`src/rtl/safety_obi_mem_responder_pkg.sv`:
```
// Shared types for the OBI SRAM responder: in-flight response tag and
// the read data returned with an error response.
package safety_obi_mem_responder_pkg;

    typedef struct packed {
        logic valid;
        logic err;
        logic we;
    } obi_rsp_tag_t;

    localparam logic [31:0] ErrRdata = 32'hBADC_AB1E;

endpackage

```
`src/rtl/safety_obi_mem_responder_rsp_pipe.sv`:
```
// Fixed-depth shift register carrying response tags alongside the SRAM
// read latency, so every response leaves exactly Depth cycles after accept.
module safety_obi_mem_responder_rsp_pipe
    import safety_obi_mem_responder_pkg::*;
#(
    parameter int unsigned Depth = 1
) (
    input  logic         clk_i,
    input  logic         rst_i,
    input  obi_rsp_tag_t tag_i,
    output obi_rsp_tag_t tag_o
);

    obi_rsp_tag_t stage_q [Depth];

    always_ff @(posedge clk_i or posedge rst_i) begin
        if (rst_i) begin
            for (int i = 0; i < Depth; i++) begin
                stage_q[i] <= '0;
            end
        end else begin
            stage_q[0] <= tag_i;
            for (int i = 1; i < Depth; i++) begin
                stage_q[i] <= stage_q[i-1];
            end
        end
    end

    assign tag_o = stage_q[Depth-1];

endmodule

```
`src/rtl/safety_obi_mem_responder.sv`:
```
// OBI responder for one fixed-latency SRAM bank: range check, grant and
// outstanding-limit logic, in-order response generation.
module safety_obi_mem_responder
    import safety_obi_mem_responder_pkg::*;
#(
    parameter int unsigned          AddrWidth      = 32,
    parameter int unsigned          DataWidth      = 32,
    parameter logic [AddrWidth-1:0] MemBaseAddr    = '0,
    parameter int unsigned          MemSizeBytes   = 65536,
    parameter int unsigned          SramLatency    = 1,
    parameter int unsigned          MaxOutstanding = 2,
    localparam int unsigned         BeWidth        = DataWidth / 8,
    localparam int unsigned         SramAw         = $clog2(MemSizeBytes / BeWidth)
) (
    input  logic                 clk_i,
    input  logic                 rst_i,
    input  logic                 req_i,
    output logic                 gnt_o,
    input  logic [AddrWidth-1:0] addr_i,
    input  logic                 we_i,
    input  logic [BeWidth-1:0]   be_i,
    input  logic [DataWidth-1:0] wdata_i,
    output logic                 rvalid_o,
    output logic [DataWidth-1:0] rdata_o,
    output logic                 err_o,
    output logic                 sram_req_o,
    input  logic                 sram_gnt_i,
    output logic                 sram_we_o,
    output logic [SramAw-1:0]    sram_addr_o,
    output logic [BeWidth-1:0]   sram_be_o,
    output logic [DataWidth-1:0] sram_wdata_o,
    input  logic [DataWidth-1:0] sram_rdata_i
);

    localparam int unsigned ByteOffW = $clog2(BeWidth);
    localparam int unsigned CntW     = $clog2(MaxOutstanding + 1);

    logic [AddrWidth-1:0] offset;
    logic                 in_range;
    logic                 slot_free;
    logic                 accept;
    logic [CntW-1:0]      cnt_q, cnt_d;
    obi_rsp_tag_t         tag_push, tag_pop;

    // Unsigned subtraction makes addresses below the base wrap to huge offsets.
    assign offset    = addr_i - MemBaseAddr;
    assign in_range  = offset < AddrWidth'(MemSizeBytes);
    assign slot_free = (cnt_q < CntW'(MaxOutstanding)) | tag_pop.valid;

    assign gnt_o  = req_i & slot_free & (~in_range | sram_gnt_i);
    assign accept = gnt_o;

    assign sram_req_o   = req_i & in_range & slot_free;
    assign sram_we_o    = we_i;
    assign sram_addr_o  = SramAw'(offset >> ByteOffW);
    assign sram_be_o    = be_i;
    assign sram_wdata_o = wdata_i;

    assign tag_push.valid = accept;
    assign tag_push.err   = accept & ~in_range;
    assign tag_push.we    = accept & we_i;

    safety_obi_mem_responder_rsp_pipe #(
        .Depth (SramLatency)
    ) u_rsp_pipe (
        .clk_i (clk_i),
        .rst_i (rst_i),
        .tag_i (tag_push),
        .tag_o (tag_pop)
    );

    always_comb begin
        cnt_d = cnt_q;
        unique case ({accept, tag_pop.valid})
            2'b10:   cnt_d = cnt_q + CntW'(1);
            2'b01:   cnt_d = cnt_q - CntW'(1);
            default: cnt_d = cnt_q;
        endcase
    end

    always_ff @(posedge clk_i or posedge rst_i) begin
        if (rst_i) begin
            cnt_q <= '0;
        end else begin
            cnt_q <= cnt_d;
        end
    end

    // Error responses never touched the SRAM, so its read port is ignored for them.
    always_comb begin
        rvalid_o = tag_pop.valid;
        err_o    = 1'b0;
        rdata_o  = '0;
        if (tag_pop.valid) begin
            err_o = tag_pop.err;
            if (tag_pop.err) begin
                rdata_o = DataWidth'(ErrRdata);
            end else if (!tag_pop.we) begin
                rdata_o = sram_rdata_i;
            end
        end
    end

    assert property (@(posedge clk_i) disable iff (rst_i) cnt_q <= CntW'(MaxOutstanding));
    assert property (@(posedge clk_i) disable iff (rst_i) gnt_o |-> req_i);

endmodule

```
`config.mk`:
```
export PLATFORM = sky130hd
export DESIGN_NAME = safety_obi_mem_responder
export DESIGN_NICKNAME = d
export VERILOG_FILES = /design/src/rtl/safety_obi_mem_responder_pkg.sv /design/src/rtl/safety_obi_mem_responder_rsp_pipe.sv /design/src/rtl/safety_obi_mem_responder.sv
export SDC_FILE = /design/constraint.sdc
export NUM_CORES = 1
export LEC_CHECK = 0
export ABC_AREA = 0
export CORE_ASPECT_RATIO = 1.25
export CORE_MARGIN = 5
export CORE_UTILIZATION = 21
export CTS_BUF_LIST = sky130_fd_sc_hd__clkbuf_8
export DETAILED_ROUTE_END_ITERATION = 10
export GPL_TIMING_DRIVEN = 0
export PLACE_DENSITY = 0.9
export RECOVER_POWER = 50
export SYNTH_ARGS = -nofsm -noshare
export SYNTH_HDL_FRONTEND = slang
export SYNTH_SLANG_ARGS = --single-unit
```
`constraint.sdc`:
```
create_clock -name clk_i -period 2.2 [get_ports clk_i]
set_clock_uncertainty 0.05 [all_clocks]
set_input_delay 0.44 -clock clk_i [delete_from_list [all_inputs] [get_ports clk_i]]
set_output_delay 0.44 -clock clk_i [all_outputs]
set_load 0.1 [all_outputs]
```
==> flow_metrics.env <==
export IMPL_viasPerCell=3.98
export IMPL_slowest_delay_ns=1.12
export IMPL_drc=0
export IMPL_yosys_warnings=0
export IMPL_area_growth_pct=167
export IMPL_routedWlPerCell_um=14.1
export IMPL_clockBufferDepth=2
export IMPL_grt_pass1_wl_mm=6.70
export IMPL_fin_crit_sh=0.980
export IMPL_synth_cell_type_count=17
export IMPL_tightest_slew_ns=1.23
export IMPL_routed_wl_mm=4.50
export IMPL_syn_cell_area_um2=921
export IMPL_ir_drop_uv=257
export IMPL_final_hold_viol_count=0
export IMPL_register_area_um2=126
export IMPL_critical_path_top_delay_family="buffers and inverters"
export IMPL_status="complete, no violations"
export IMPL_path_clk_slew_ns=0.03
export IMPL_routabilityCongestion=0.774
export IMPL_grt_ovfl_total=0
export IMPL_numClockSinks=5
export IMPL_worstPathArrival_ns=1.67
export IMPL_groute_usage_overall=0.141
export IMPL_htree_levels=1
export IMPL_port_buffers=139
export IMPL_hp_class="reg -> reg"
export IMPL_ctsHoldBuffers=0
export IMPL_crit_chain="clkbuf_4 > clkdlybuf4s50_1"
export IMPL_hpwl_mm=4.13
export IMPL_timing_slew_headroom=0.184
export IMPL_synth_avg_cell_area_um2=7.94
export IMPL_cts_buffers=3
export IMPL_power_density_nw_per_um2=355
export IMPL_nets=368
export IMPL_multi_input_area_um2=443
export IMPL_critPathBufInv=2
export IMPL_core_region_area_um2=4320
export IMPL_end_kind="primary output"
export IMPL_required_ns=1.71
export IMPL_first_pass_iters=2
export IMPL_ios=192
export IMPL_cp_start_kind="input port"
export IMPL_syn_nets=222
export IMPL_rsz0062_at_grt="no"
export IMPL_fmax_ghz=0.464
export IMPL_leakagePower_nw=1.29
export IMPL_timing_final_crit_period_ns=2.16
export IMPL_critPathSlowestCell="clkdlybuf4s50_1"
export IMPL_layout_drive_gt1_share=0.521
export IMPL_antenna_cells=0
export IMPL_die_h_um=84.0
export IMPL_num_rows=27
export IMPL_antenna_found_initial=0
export IMPL_max_cap_violations=0
export IMPL_ant_nets=0
export IMPL_cp_max_fo=1
export IMPL_critPathKind="in -> out"
export IMPL_die_w_um=69.2
export IMPL_ys_seq_elements=5
export IMPL_power_mw=0.871
export IMPL_dieArea_um2=5820
export IMPL_final_core_util=0.568
export IMPL_clockRootBuffer="clkbuf_8"
export IMPL_via_count=1269
export IMPL_grt_pass1_vias=1441
export IMPL_start_util=0.213
export IMPL_clk_latency_ns=0.22
export IMPL_finalSetupViolCount=0
export IMPL_drt_initial_drc_count=14
export IMPL_tritoncts="yes"
export IMPL_yosysSeqAreaShare=0.136
export IMPL_syn_inst=116
export IMPL_slew_violations=0
export IMPL_grt_max_degree=11
export IMPL_n_fill_cell=414
==> layout make-up <==
class	count	area share
Buffer	56	0.170
Sequential cell	5	0.0515
Clock inverter	1	0.00153
Clock buffer	3	0.0168
Timing Repair Buffer	141	0.544
Tap cell	58	0.0296
Multi-Input combinational cell	51	0.180
Inverter	4	0.00612
==> routing by layer <==
metal | up-vias | track usage | wire length, um
li1 | 614 | - | -
met1 | 547 | 0.134 | 1490
met2 | 106 | 0.271 | 2420
met3 | 2 | 0.0687 | 573
met4 | 0 | 0.0249 | 14
met5 | - | 0 | 0
==> power breakdown <==
part / switching (mW) / internal, mW
Combinational: 0.414 / 0.205
Sequential: 0 / 0.0926
Clock: 0.0401 / 0.119
Total: 0.454 / 0.417
==> path summary, 6_finish.rpt <==
kind                                     start  slack [ns]                   to  cells after the start
hold / removal                        cnt_q[0]        0.44             cnt_q[0]                      1
setup reg to reg           u_rsp_pipe.tag_o[2]        0.58             cnt_q[1]                      5
setup / recovery                   wdata_i[29]        0.04     sram_wdata_o[29]                      2
max in group asynchronous                rst_i        1.40  u_rsp_pipe.tag_o[2]                      2
hold reg to reg                       cnt_q[0]        0.44             cnt_q[0]                      1
min in group asynchronous                rst_i        0.51             cnt_q[1]                      2
==> state kept, by name, indices dropped and copies added (netlist names) <==
register and flops:
u_rsp_pipe.tag_o 3, cnt_q 2
==> layout by cell type, fill, tap and decap left out, drive strengths merged, types with 4 or more instances in the layout <==
cell type      Yosys  final
clkdlybuf4s50      0     86
buf               56     47
clkbuf             0     45
a21o              20     20
and2              14     14
dlygate4sd2        0     10
clkdlybuf4s15      0      6
inv                4      5
dfrtp              5      5
nor4               4      4
dlymetal6s2s       0      4
==> per-stage QoR <==
step	area (um2)	setup TNS, ns	worst slack, ns	std cells	hold slack (ns)
floorplan	975	-0.0630	-0.0630	116	0.168
global placement	2440	-16.71	-1.03	313	0.431
detailed placement	2440	-17.15	-1.04	313	0.439
CTS	2460	0	0.000884	319	0.378
global route	2450	0	0.00115	319	0.488
finish	2450	0	0.0446	319	0.442
==> logic make-up (layout without fill, tap and decap cells) <==
kind of cell | after synthesis | in the layout | share of synthesized area
compound gates | 23 | 23 | 0.182
xor+xnor | 3 | 3 | 0.0285
fa+ha+maj | 1 | 1 | 0.0136
buf+inv | 60 | 205 | 0.466
flops | 5 | 5 | 0.136
simple gates | 24 | 24 | 0.174
==> Yosys cell counts <==
master	number	area, um2
inv_1	4	15.0
a21o_1	20	150
dfrtp_1	5	125
and2_1	14	87.6
and2b_1	3	22.5
buf_2	4	20.0
ha_1	1	12.5
buf_4	51	383
nor4_2	1	12.5
a211oi_1	1	7.51
and4_4	1	11.3
nor4_1	3	18.8
o21ai_1	1	5.00
a21oi_1	1	5.00
buf_6	1	11.3
nor2_1	2	7.51
xnor2_1	3	26.3
==> what timing repair did <==
action / 4_1_cts / 5_1_grt
endpoints found under the setup margin: 37 / 20
pin swaps: 6 / 5
gates resized for setup: 182 / 33
setup buffers: 2 / 0
Note: power is estimated with default switching activity, not from simulation.
